<file path="config.mk">
export PLATFORM = sky130hd
export DESIGN_NAME = timer_tc_flat
export DESIGN_NICKNAME = d
export VERILOG_FILES = /design/src/rtl/timer_tc_pkg.sv /design/src/rtl/timer_tc_if.sv /design/src/rtl/timer_tc.sv /design/src/flat_wrapper.sv
export SDC_FILE = /design/constraint.sdc
export NUM_CORES = 1
export LEC_CHECK = 0
export BUFFER_PORTS_ARGS = -buffer_cell sky130_fd_sc_hd__buf_2
export CAP_MARGIN = 20
export CORE_ASPECT_RATIO = 1.4
export CORE_MARGIN = 4
export CORE_UTILIZATION = 30
export DETAILED_ROUTE_END_ITERATION = 16
export PLACE_DENSITY_LB_ADDON = 0.1
export SKIP_CTS_REPAIR_TIMING = 1
export SYNTH_ARGS = -nofsm -noshare
export SYNTH_HDL_FRONTEND = slang
export SYNTH_SLANG_ARGS = --single-unit
export TNS_END_PERCENT = 20
</file>
<file path="constraint.sdc">
create_clock -name clk -period 2.5 [get_ports clk]
set_clock_uncertainty 0.05 [all_clocks]
set_input_delay 0.25 -clock clk [delete_from_list [all_inputs] [get_ports clk]]
set_output_delay 0.25 -clock clk [all_outputs]
set_load 0.05 [all_outputs]
</file>
<file path="src/rtl/timer_tc_pkg.sv">
// Shared definitions for the countdown timer: register offsets, CTRL fields, modes, states.
// Latency: n/a (definitions only).
// Backpressure: n/a (definitions only).
package timer_pkg;

  // Word offsets within the device (byte address bits [3:2])
  typedef logic [1:0] addr_t;

  localparam addr_t ADDR_CTRL   = 2'd0;
  localparam addr_t ADDR_PRESET = 2'd1;
  localparam addr_t ADDR_COUNT  = 2'd2;

  // CTRL field positions
  localparam int EN_BIT  = 0;
  localparam int MODE_LO = 1;
  localparam int MODE_HI = 2;
  localparam int IM_BIT  = 3;

  // Mode codes; the two reserved codes fall back to one-shot behaviour
  localparam logic [1:0] MODE_ONESHOT  = 2'b00;
  localparam logic [1:0] MODE_PERIODIC = 2'b01;

  // Countdown sequencer states
  typedef enum logic [1:0] {
    S_IDLE = 2'd0,
    S_LOAD = 2'd1,
    S_CNT  = 2'd2,
    S_INT  = 2'd3
  } state_t;

  // CTRL as seen on the read bus: only the low nibble exists
  function automatic logic [31:0] ctrl_word(input logic [3:0] c);
    return {28'h0, c};
  endfunction

endpackage

</file>
<file path="src/rtl/timer_tc_if.sv">
// CPU-side register access port of the timer plus its interrupt line.
// Latency: reads are combinational, writes take effect at the sampling clock edge.
// Backpressure: none; every access completes in the cycle it is presented.
interface timer_tc_if;
  import timer_pkg::*;

  addr_t       addr;
  logic        we;
  logic [31:0] din;
  logic [31:0] dout;
  logic        irq;

  modport master (output addr, we, din, input dout, irq);
  modport slave  (input addr, we, din, output dout, irq);

endinterface

</file>
<file path="src/rtl/timer_tc.sv">
// Memory-mapped countdown timer (one-shot / periodic) driving one CP0 hardware interrupt.
// Latency: En written at edge E0 with PRESET=P raises the interrupt flag at edge E0+P+3.
// Backpressure: none; register writes always complete in the write cycle.
module timer_tc
  import timer_pkg::*;
#(
  parameter logic [31:0] PRESET_RST = 32'h0
) (
  input  logic      clk,
  input  logic      reset,
  timer_tc_if.slave bus
);

  state_t      state;
  logic [3:0]  ctrl;
  logic [31:0] preset;
  logic [31:0] count;
  logic        irq_flag;

  logic        ctrl_wr;
  logic        preset_wr;
  logic [1:0]  mode;
  logic        unused_din_hi;

  assign ctrl_wr   = bus.we && (bus.addr == ADDR_CTRL);
  assign preset_wr = bus.we && (bus.addr == ADDR_PRESET);
  assign mode      = ctrl[MODE_HI:MODE_LO];

  // CTRL only stores its low nibble; the upper write bits are dropped on purpose
  assign unused_din_hi = &{1'b0, bus.din[31:4]};

  // Register file, countdown sequencer and interrupt flag advance together on each edge
  always_ff @(posedge clk) begin
    if (reset) begin
      state    <= S_IDLE;
      ctrl     <= 4'h0;
      preset   <= PRESET_RST;
      count    <= 32'h0;
      irq_flag <= 1'b0;
    end else begin
      // PRESET is only sampled at LOAD, so a write here never disturbs a running count
      if (preset_wr) begin
        preset <= bus.din;
      end

      case (state)
        S_IDLE: begin
          if (ctrl[EN_BIT]) begin
            state <= S_LOAD;
          end
        end

        S_LOAD: begin
          // Old PRESET wins if it is being written in this same cycle
          count <= preset;
          state <= S_CNT;
        end

        S_CNT: begin
          // Disable is checked first so COUNT freezes; zero before decrement so it never wraps
          if (!ctrl[EN_BIT]) begin
            state <= S_IDLE;
          end else if (count == 32'h0) begin
            irq_flag <= 1'b1;
            state    <= S_INT;
          end else begin
            count <= count - 32'd1;
          end
        end

        S_INT: begin
          if (mode == MODE_PERIODIC) begin
            // Periodic: one-cycle pulse, then reload if still enabled
            irq_flag <= 1'b0;
            state    <= ctrl[EN_BIT] ? S_LOAD : S_IDLE;
          end else begin
            // One-shot (and reserved modes): self-disable, flag held until acknowledged
            ctrl[EN_BIT] <= 1'b0;
            state        <= S_IDLE;
          end
        end

        default: state <= S_IDLE;
      endcase

      // A CTRL write is the acknowledge and overrides the sequencer's own En clear
      if (ctrl_wr) begin
        ctrl     <= bus.din[3:0];
        irq_flag <= 1'b0;
      end
    end
  end

  // Combinational read mux; the reserved offset reads as zero
  always_comb begin
    bus.dout = 32'h0;
    case (bus.addr)
      ADDR_CTRL:   bus.dout = ctrl_word(ctrl);
      ADDR_PRESET: bus.dout = preset;
      ADDR_COUNT:  bus.dout = count;
      default:     bus.dout = 32'h0;
    endcase
  end

  // Device-level mask; the flag itself survives while masked
  assign bus.irq = irq_flag & ctrl[IM_BIT];

endmodule

</file>
<file path="src/flat_wrapper.sv">
// flat-port wrapper written by rule: the top's interface ports become plain ports
module timer_tc_flat import timer_pkg::*;
#(
  parameter logic [31:0] PRESET_RST = 32'h0
)
  (clk, reset, bus_addr, bus_we, bus_din, bus_dout, bus_irq);
  timer_tc_if bus_i ();
  input  logic clk;
  input  logic reset;
  input wire logic [$bits(bus_i.addr)-1:0] bus_addr;
  input wire logic [$bits(bus_i.we)-1:0] bus_we;
  input wire logic [$bits(bus_i.din)-1:0] bus_din;
  output wire logic [$bits(bus_i.dout)-1:0] bus_dout;
  output wire logic [$bits(bus_i.irq)-1:0] bus_irq;
  assign bus_i.addr = bus_addr;
  assign bus_i.we = bus_we;
  assign bus_i.din = bus_din;
  assign bus_dout = bus_i.dout;
  assign bus_irq = bus_i.irq;
  timer_tc #(.PRESET_RST(PRESET_RST)) u_core (.clk(clk), .reset(reset), .bus(bus_i));
endmodule
</file>
# Yosys cells after proc, flatten, opt, wreduce, memory -nomap -nowiden
# Cells that the tools add are included.
dict set report op_classes {
  eq_ne 13
  reduce_logical 13
  add_sub_neg 1
  mux 17
  bitwise 1
}
# operator n
set op_table {}
lappend op_table {{$pmux 32 s3} 1}
lappend op_table {{$mux 32} 2}
lappend op_table {{$pmux 32 s2} 1}
lappend op_table {{$logic_not 32->1} 1}
lappend op_table {{$sub 32x1->32 const B} 1}
lappend op_table {{$ne 2x1->1 const B} 5}
lappend op_table {{$mux 2} 4}
lappend op_table {{$pmux 2 s4} 1}
lappend op_table {{$mux 1} 7}
lappend op_table {{$eq 2x1->1 const B} 3}
lappend op_table {{$eq 2x2->1 const B} 3}
lappend op_table {{$reduce_bool 2->1} 3}
lappend op_table {{$logic_not 2->1} 2}
lappend op_table {{$reduce_and 2->1} 2}
lappend op_table {{$reduce_and 4->1} 1}
lappend op_table {{$ne 3x3->1 const B} 1}
lappend op_table {{$reduce_and 3->1} 1}
lappend op_table {{$logic_and 1x1->1} 2}
lappend op_table {{$ne 2x2->1 const B} 1}
lappend op_table {{$pmux 1 s2} 1}
lappend op_table {{$reduce_or 2->1} 1}
lappend op_table {{$and 1x1->1} 1}
dict set report totals {
  reg_bits 71
  out_inout_bits 33
  elab_cells 51
  input_bits 37
}

# Logic depth before layout (Yosys ltp)
# Gate-level depths: netlist (run 1).
dict set report logic_depth {
  word_depth 4
  ltp_mapped 8
  depth_no_buf 7
}

# Worst setup path after synthesis (run 1)
# Ideal clock, no wire load.
dict set report synth_timing {
  path_type {register to register}
  startpoint {reg u_core.count[0]}
  endpoint {reg u_core.count[30]}
  synth_period_minus_slack_ns 2.200
  path_stages_with_launch 9
  setup_time_ns 0.092
  slack_ns 0.300
  required_ns 2.358
  arrival_time_ns 2.058
  path_buffers 1
  cell_sequence {dfxtp_1 > inv_1 > ha_1 > or4b_1 > buf_2 > or4_4 > nor2_1 > a31oi_1 > o32ai_1}
}
dict set report synth_between {
  elab_chain_len 4
  elab_cells_between_ends 7
  cone_classes {add/sub (1); eq/ne (1); mux (3); reduce/logical (2)}
}
# item line_no
set synth_rtl {}
lappend synth_rtl {{start, declared} timer_tc.sv:17} ;# logic [31:0] count;
lappend synth_rtl {{start signal, assigned} timer_tc.sv:55} ;# count <= preset;
lappend synth_rtl {{start signal, assigned} timer_tc.sv:67} ;# count <= count - 32'd1;
lappend synth_rtl {{$sub 32x1->32} timer_tc.sv:67}
lappend synth_rtl {{$mux 32} timer_tc.sv:63} ;# end else if (count == 32'h0) begin
lappend synth_rtl {{$mux 32} timer_tc.sv:61} ;# if (!ctrl[EN_BIT]) begin
lappend synth_rtl {{$pmux 32 s2} timer_tc.sv:46} ;# case (state)
# Parallel ways exist; a longest one is shown, timed or not. The select of a mux whose other input is x is not followed.
# A chain may end at the register's enable or synchronous reset.

# Worst setup path in the final report (run 1)
dict set report layout_timing {
  startpoint {reg u_core.count[0]}
  endpoint {reg u_core.count[31]}
}
# Same word-level chain as after synthesis.

==> flow_metrics.env, run 1 <==
export IMPL_cts_htree_levels=3
export IMPL_finalPower_mw=2.61
export IMPL_clock_sinks=71
export IMPL_final_common_cell="nand2_1"
export IMPL_synthTopCellsByArea="dfxtp_1 35%, nand2_1 7.7%, a21oi_1 7.4%, a22o_1 6.0%, o31ai_1 4.2%"
export IMPL_syn_area_per_cell_um2=7.83
export IMPL_synth_xor_area_share_pct=0
export IMPL_max_stage_delay_ns=0.42
export IMPL_grt_pass1_wl_um=22400
export IMPL_critPathKind="flop to flop"
export IMPL_vias_per_cell=5.48
export IMPL_synth_simple_area_share_pct=25.9
export IMPL_grt_pass1_vias=4179
export IMPL_slowest_stage="o311ai_0"
export IMPL_slew_viol_final=0
export IMPL_async_reset_ff_share_pct=0
export IMPL_yosysWarnings=0
export IMPL_antenna_found_initial=0
export IMPL_track_usage_pct=17.8
export IMPL_crit_fanout=22
export IMPL_clkLatencyLatePin_ns=0.34
export IMPL_synth_seq_area_share_pct=34.5
export IMPL_powerDensity_mw_per_mm2=532
export IMPL_setup_violations=0
export IMPL_rsz0062_at_grt="false"
export IMPL_synthMuxAreaShare_pct=1.70
export IMPL_synth_ff_type="dfxtp_1"
export IMPL_synth_top_family_by_area="compound AO/OA/AOI/OAI gates"
export IMPL_io_pins=70
export IMPL_vias=4195
export IMPL_slew_headroom_pct=44.2
export IMPL_row_count=50
export IMPL_crit_arrival_ns=2.56
export IMPL_yosys_area_top_type="dfxtp_1"
export IMPL_fp_dieArea_mm2=0.0157
export IMPL_synth_compound_area_share_pct=30.3
export IMPL_max_freq_mhz=416
export IMPL_core_mm2=0.0134
export IMPL_wl_um=13500
export IMPL_drive_above_1_share_pct=20.8
export IMPL_crit_family="simple AND/OR/NAND/NOR gates"
export IMPL_min_period_ns=2.40
export IMPL_n_antenna_cell=0
export IMPL_fin_crit_sh_pct=96.1
export IMPL_finalNetCount=616
export IMPL_fillers=1491
export IMPL_cts_max_path_buffers=2
export IMPL_drt_pre_antenna_iters=4
export IMPL_cts_inserted_buffers=9
export IMPL_routabilityCongestion=0.870
export IMPL_drt_initial_drc_count=258
export IMPL_synth_edf_count=0
export IMPL_ant_nets=0
export IMPL_dpl_hpwl_um=9450
export IMPL_required_ns=2.65
export IMPL_maxCapViolCount=0
export IMPL_ys_ff_latch=71
export IMPL_tightest_slew_ns=0.836
export IMPL_clk_pin_slew_worst_paths_ns=0.06
export IMPL_root_buffer="clkbuf_16"
export IMPL_endpoint_kind="flop"
export IMPL_drc=0
export IMPL_grt_max_degree=74
export IMPL_syn_nets=564
export IMPL_dp_cells=749
export IMPL_vdd_ir_drop_max_mv=0.208
export IMPL_routedWlPerCell_um=17.7
export IMPL_layout_common_cells="84 x nand2_1, 71 x dfxtp_1, 69 x buf_2, 60 x a21oi_1, 42 x nor2_1"
export IMPL_cts_tree="yes"
export IMPL_dieHeight_um=147
export IMPL_setup_tns_final_ns=0
export IMPL_final_instance_count_excl_fill=765
export IMPL_cp_cell_sequence="inv_1 > ha_1 > nor4b_1 > buf_4 > and4_1 > and4_4 > buf_12 > o311ai_0 > o31ai_1"
export IMPL_portBuffers=69
export IMPL_netlist_area_mm2=0.00412
export IMPL_yosys_area_share_adder_pct=0.304
export IMPL_die_w_um=107
export IMPL_grt_overflow=0
export IMPL_cp_start_kind="flop"
export IMPL_synth_top_area_share_pct=34.5
export IMPL_initial_core_util_pct=30.7
export IMPL_status="finished clean"
export IMPL_hold_class="input port to flop"
export IMPL_synth_cell_type_count=55
export IMPL_netlist_instances=526
export IMPL_hold_violations=0
export IMPL_power_leakage_nw=1.86
export IMPL_worst_path_buf_inv=3
export IMPL_area_delta_synth_final_pct=19.4
-- Yosys cell counts, types with 4 or more instances --
master and number:
o32ai_1 5, clkbuf_1 31, and2_1 6, nand4_1 9, nor2b_1 4, a21oi_1 61, buf_2 9, o311ai_1 4
nor2_1 42, o31ai_1 23, clkbuf_8 5, nand3_1 4, a22o_1 28, nand2_1 84, a22oi_1 7, nor3_1 14
and3_1 10, nor4_1 7, a31oi_1 9, and4_1 5, mux2i_1 7, inv_1 6, o311ai_0 16, dfxtp_1 71
o21ai_0 8
-- path summary, 6_finish.rpt --
path | start | to | slack (ns) | depth (start not counted)
setup / recovery | u_core.count[0]$_SDFFE_PP0P_ | u_core.count[31]$_SDFFE_PP0P_ | 0.1 | 9
hold / removal | bus_din[11] | u_core.preset[11]$_SDFFE_PP0P_ | 0.1 | 3
setup reg to reg | u_core.count[0]$_SDFFE_PP0P_ | u_core.count[31]$_SDFFE_PP0P_ | 0.1 | 9
hold reg to reg | u_core.preset[30]$_SDFFE_PP0P_ | u_core.preset[30]$_SDFFE_PP0P_ | 0.42 | 2
-- stage by stage --
step	setup slack (ns)	util [%]	area (µm²)	hold slack, ns
CTS	0.0672	36.7	4910	0.0831
floorplan	0.300	-	4120	0.336
finish	0.0970	36.7	4910	0.0966
global placement	0.0961	34.5	4620	0.411
detailed placement	0.0596	34.7	4640	0.414
global route	0.00594	36.7	4910	0.0917
-- where the power goes --
part / internal [mW] / switching, mW
clock: 0.728 / 0.474
combinational: 0.0831 / 0.158
sequential: 1.15 / 0.0192
-- final cells by class --
cell class	instances	area [µm²]	share of cell area (%)
clock buffer	16	272	5.52
inverter	6	22.5	0.458
multi-input combinational	398	2410	49.0
sequential	71	1420	28.9
tap	182	228	4.63
timing repair buffer	92	563	11.5
-- per-layer routing --
metal / share of wire (%) / up-vias / GRT usage [%]
met2: 52 / 101 / 30.5
met4: 1.7 / 0 / 6.01
li1: - / 2089 / -
met5: 0 / - / 0
met1: 43 / 1988 / 22.4
met3: 4.1 / 17 / 3.32
-- cell families after synthesis --
group | Yosys count
AND/OR/NAND/NOR | 211
AO/OA/AOI/OAI | 179
flip-flops | 71
buffers and inverters | 57
multiplexers | 7
adder cells (fa/ha/maj) | 1
-- worst reg2reg max path: stages (launching register included) --
cell and delay (ns):
dfxtp_1 0.37, inv_1 0.09, ha_1 0.26, nor4b_1 0.16, buf_4 0.15, and4_1 0.21, and4_4 0.25, buf_12 0.17
o311ai_0 0.43, o31ai_1 0.13
-- registers in the layout (all words and copies together) (netlist names) --
| register | flops |
|---|---|
| u_core.count | 32 |
| u_core.ctrl | 4 |
| u_core.irq_flag | 1 |
| u_core.preset | 32 |
| u_core.state | 2 |
(Power assumes the default switching activity.)
==> run 2: changes to the inputs <==
--- a/config.mk
+++ b/config.mk
@@ -7,6 +7,8 @@
 export LEC_CHECK = 0
 export BUFFER_PORTS_ARGS = -buffer_cell sky130_fd_sc_hd__buf_2
 export CAP_MARGIN = 20
+export CELL_PAD_IN_SITES_DETAIL_PLACEMENT = 0
+export CELL_PAD_IN_SITES_GLOBAL_PLACEMENT = 1
 export CORE_ASPECT_RATIO = 1.4
 export CORE_MARGIN = 4
 export CORE_UTILIZATION = 30
==> flow_metrics.env, run 2 (synthesized netlist as in run 1, its figures left out) <==
export IMPL_routedWlPerCell_um=18.6
export IMPL_setup_tns_final_ns=0
export IMPL_switching_share_pct=25.1
export IMPL_drt_pre_antenna_iters=5
export IMPL_max_freq_mhz=428
export IMPL_postLayoutCellArea_mm2=0.00492
export IMPL_layout_common_cells="84 x nand2_1, 71 x dfxtp_1, 69 x buf_2, 60 x a21oi_1, 42 x nor2_1"
export IMPL_drive_above_1_share_pct=21.7
export IMPL_clk_pin_slew_worst_paths_ns=0.06
export IMPL_hold_class="input port to flop"
export IMPL_die_w_um=107
export IMPL_area_delta_synth_final_pct=19.6
export IMPL_internal_power_mw=1.97
export IMPL_wl_um=14200
export IMPL_root_buffer="clkbuf_16"
export IMPL_fin_crit_sh_pct=93.4
export IMPL_cp_start_kind="flop"
export IMPL_crit_arrival_ns=2.52
export IMPL_cts_inserted_buffers=9
export IMPL_pre_cts_ws_ns=0.0584
export IMPL_cts_tree="yes"
export IMPL_portBuffers=69
export IMPL_r2r_slack_ns=0.16
export IMPL_vias_per_cell=5.56
export IMPL_dieHeight_um=147
export IMPL_p_comb_share_pct=9.3
export IMPL_slew_viol_final=0
export IMPL_maxCapViolCount=0
export IMPL_routabilityCongestion=0.854
export IMPL_clkPwrFrac_pct=46.2
export IMPL_fp_dieArea_mm2=0.0157
export IMPL_postPlaceCellArea_mm2=0.00462
export IMPL_fin_ws_ns=0.164
export IMPL_top_regs="u_core.count (32), u_core.preset (32), u_core.ctrl (4)"
export IMPL_dpl_hpwl_um=9720
export IMPL_hold_violations=0
export IMPL_row_count=50
export IMPL_powerDensity_mw_per_mm2=535
export IMPL_finalNetCount=617
export IMPL_grt_overflow=0
export IMPL_setup_violations=0
export IMPL_clkLatencyLatePin_ns=0.34
export IMPL_r2r_start="u_core.count[1]$_SDFFE_PP0P_"
export IMPL_drc=0
export IMPL_crit_start="u_core.count[1]$_SDFFE_PP0P_"
export IMPL_antenna_found_initial=0
export IMPL_hold_path_startpoint="bus_din[9]"
export IMPL_grt_max_degree=47
export IMPL_endpoint_kind="flop"
export IMPL_status="finished clean"
export IMPL_power_leakage_nw=1.86
export IMPL_core_mm2=0.0134
export IMPL_required_ns=2.69
export IMPL_cts_htree_levels=3
export IMPL_vdd_ir_drop_max_mv=0.275
export IMPL_track_usage_pct=18.6
export IMPL_tightest_slew_ns=0.878
export IMPL_final_common_cell="nand2_1"
export IMPL_clock_sinks=71
export IMPL_io_pins=70
export IMPL_rsz0062_at_grt="false"
export IMPL_critPathKind="flop to flop"
export IMPL_ant_nets=0
export IMPL_min_period_ns=2.34
export IMPL_p_sw_mw=0.661
export IMPL_crit_fanout=6
export IMPL_seqPwrFrac_pct=44.5
export IMPL_finalPower_mw=2.63
export IMPL_grt_pass1_wl_um=23300
export IMPL_slew_headroom_pct=41.4
export IMPL_drt_initial_drc_count=240
export IMPL_n_antenna_cell=0
export IMPL_initial_core_util_pct=30.7
export IMPL_grt_pass1_vias=4345
export IMPL_cts_max_path_buffers=2
export IMPL_vias=4246
## run 2: cell count changes in the layout (fill, tap and decap cells not counted), sizes merged
cell	before	now
clkinv	0	1
clkbuf	16	12
buf	92	93
## run 2: cell type report
| type | instances | area [µm²] |
|---|---|---|
| Tap cell | 182 | 228 |
| Multi-Input combinational cell | 398 | 2420 |
| Sequential cell | 71 | 1420 |
| Clock inverter | 1 | 5.00 |
| Timing Repair Buffer | 93 | 558 |
| Fill cell | 1487 | 8470 |
| Clock buffer | 12 | 267 |
| Inverter | 6 | 22.5 |
## run 2: critical path: stages, from the launching register on
cell and delay [ns]:
dfxtp_1 0.35, inv_1 0.11, ha_4 0.17, or4b_4 0.51
or4_4 0.54, nor2_1 0.13, a31oi_1 0.09, o32ai_1 0.29
## run 2: stage by stage
step	instances	utilization, %	hold slack [ns]
floorplan	526	-	0.336
global placement	749	34.5	0.409
detailed placement	749	34.5	0.416
CTS	762	36.5	0.0823
global route	763	36.8	0.0896
finish	763	36.8	0.0960
## run 2: power by group through the flow
| stage | Clock [mW] | Sequential [mW] | Combinational, mW |
|---|---|---|---|
| after floorplan | 0 | 1.19 | 0.163 |
| after global placement | 0 | 1.20 | 0.244 |
| after detailed placement | 0 | 1.20 | 0.244 |
| after CTS | 1.25 | 1.17 | 0.245 |
| after global routing | 1.31 | 1.17 | 0.270 |
| final | 1.22 | 1.17 | 0.244 |
## run 2: final timing paths
path                               endpoint  depth (start not counted)
max           u_core.count[30]$_SDFFE_PP0P_                          7
min           u_core.preset[9]$_SDFFE_PP0P_                          3
max reg2reg   u_core.count[30]$_SDFFE_PP0P_                          7
min reg2reg  u_core.preset[30]$_SDFFE_PP0P_                          2
## run 2: per-layer routing
metal | global-route usage, % | up-vias | part of all wire, %
met4 | 6.33 | 0 | 1.7
met2 | 32.6 | 116 | 52
li1 | - | 2085 | -
met5 | 0 | - | 0
met3 | 3.10 | 23 | 3.8
met1 | 22.8 | 2022 | 43
==> run 3: changes to the inputs <==
--- a/config.mk
+++ b/config.mk
@@ -11,7 +11,8 @@
 export CELL_PAD_IN_SITES_GLOBAL_PLACEMENT = 1
 export CORE_ASPECT_RATIO = 1.4
 export CORE_MARGIN = 4
-export CORE_UTILIZATION = 30
+export CORE_UTILIZATION = 41
+export CTS_CLUSTER_DIAMETER = 40
 export DETAILED_ROUTE_END_ITERATION = 16
 export PLACE_DENSITY_LB_ADDON = 0.1
 export SKIP_CTS_REPAIR_TIMING = 1
==> flow_metrics.env, run 3 (synthesized netlist as in run 1, its figures left out) <==
export IMPL_status="finished clean"
export IMPL_drc=0
export IMPL_max_freq_mhz=427
export IMPL_wl_um=13100
export IMPL_maxCapViolCount=0
export IMPL_grt_max_degree=72
export IMPL_routabilityCongestion=0.854
export IMPL_io_pins=70
export IMPL_drt_pre_antenna_iters=5
export IMPL_routedWlPerCell_um=18.1
export IMPL_vdd_ir_drop_max_mv=0.289
export IMPL_clk_pin_slew_worst_paths_ns=0.06
export IMPL_area_delta_synth_final_pct=19.1
export IMPL_crit_fanout=6
export IMPL_vias_per_cell=5.92
export IMPL_dpl_hpwl_um=8940
export IMPL_dieHeight_um=127
export IMPL_critPathKind="flop to flop"
export IMPL_cts_htree_levels=3
export IMPL_r2r_cells=7
export IMPL_rsz0062_at_grt="false"
export IMPL_fin_ws_ns=0.160
export IMPL_crit_arrival_ns=2.53
export IMPL_antenna_found_initial=0
export IMPL_vias=4270
export IMPL_fp_dieArea_mm2=0.0117
export IMPL_fin_crit_sh_pct=93.6
export IMPL_root_buffer="clkbuf_16"
export IMPL_slew_headroom_pct=44.5
export IMPL_clkLatencyLatePin_ns=0.33
export IMPL_grt_pass1_wl_um=20800
export IMPL_row_count=43
export IMPL_drt_initial_drc_count=271
export IMPL_setup_tns_final_ns=0
export IMPL_finalNetCount=619
export IMPL_n_antenna_cell=0
export IMPL_endpoint="u_core.count[26]$_SDFFE_PP0P_"
export IMPL_grt_pass1_vias=4059
export IMPL_timing_hold_ws_ns=0.105
export IMPL_drive_above_1_share_pct=21.8
export IMPL_layout_common_cells="84 x nand2_1, 71 x dfxtp_1, 69 x buf_2, 60 x a21oi_1, 42 x nor2_1"
export IMPL_finalPower_mw=2.74
export IMPL_cts_max_path_buffers=2
export IMPL_r2r_slack_ns=0.16
export IMPL_reg2reg_to="u_core.count[26]$_SDFFE_PP0P_"
export IMPL_r2r_start="u_core.count[0]$_SDFFE_PP0P_"
export IMPL_tightest_slew_ns=0.832
export IMPL_hold_class="input port to flop"
export IMPL_cts_tree="yes"
export IMPL_setup_violations=0
export IMPL_final_common_cell="nand2_1"
export IMPL_min_period_ns=2.34
export IMPL_endpoint_kind="flop"
export IMPL_core_mm2=0.00985
export IMPL_pre_cts_ws_ns=0.0845
export IMPL_required_ns=2.69
export IMPL_portBuffers=69
export IMPL_top_regs="u_core.count (32), u_core.preset (32), u_core.ctrl (4)"
export IMPL_clock_sinks=71
export IMPL_hold_violations=0
export IMPL_powerDensity_mw_per_mm2=559
export IMPL_cts_inserted_buffers=9
export IMPL_cp_start_kind="flop"
export IMPL_die_w_um=92.7
export IMPL_initial_core_util_pct=41.8
export IMPL_slew_viol_final=0
export IMPL_crit_start="u_core.count[0]$_SDFFE_PP0P_"
export IMPL_track_usage_pct=22.1
export IMPL_grt_overflow=0
export IMPL_ant_nets=0
export IMPL_power_leakage_nw=1.88
==> run 3: power breakdown <==
group,switching [mW],internal (mW)
Combinational,0.160,0.0834
Clock,0.473,0.851
Sequential,0.0195,1.15
==> run 3: cell type report <==
type / count / area, µm²
inverters: 6 / 22.5
repair buffers: 95 / 566
multi-input cells: 398 / 2420
well taps: 135 / 169
fillers: 1050 / 4940
flip-flops and latches: 71 / 1420
clock buffers: 13 / 270
clock inverters: 3 / 40.0
==> run 3: worst min-delay path by stage <==
stage                                        start                              to  slack, ns  cells after the start
finish                                 bus_din[15]  u_core.preset[15]$_SDFFE_PP0P_       0.10                      3
global route                            bus_din[9]   u_core.preset[9]$_SDFFE_PP0P_       0.10                      3
CTS                                     bus_din[6]   u_core.preset[6]$_SDFFE_PP0P_       0.09                      3
detailed placement  u_core.preset[25]$_SDFFE_PP0P_  u_core.preset[25]$_SDFFE_PP0P_       0.42                      2
global placement    u_core.preset[29]$_SDFFE_PP0P_  u_core.preset[29]$_SDFFE_PP0P_       0.41                      2
floorplan                              bus_din[29]  u_core.preset[29]$_SDFFE_PP0P_       0.34                      2
==> run 3: metal layers <==
layer  part of all wire (%)  global-route usage [%]
met1                     42                    26.7
met2                     52                    39.0
met3                    5.1                    4.03
met4                    1.4                    7.59
met5                      0                       0
==> run 3: worst max-delay path, cell delays in order (launching register included) <==
cell,delay (ns)
dfxtp_1,0.33
inv_1,0.10
ha_1,0.25
or4b_4,0.54
or4_4,0.54
nor3_2,0.18
a21oi_1,0.05
o32ai_1,0.21
==> run 3: through the flow <==
stage	instance area, µm²	utilization (%)	cells
4_1_cts	4890	49.7	721
2_1_floorplan	4120	-	526
6_report	4900	49.8	721
5_1_grt	4900	49.8	721
3_3_place_gp	4580	46.5	705
3_5_place_dp	4580	46.5	705
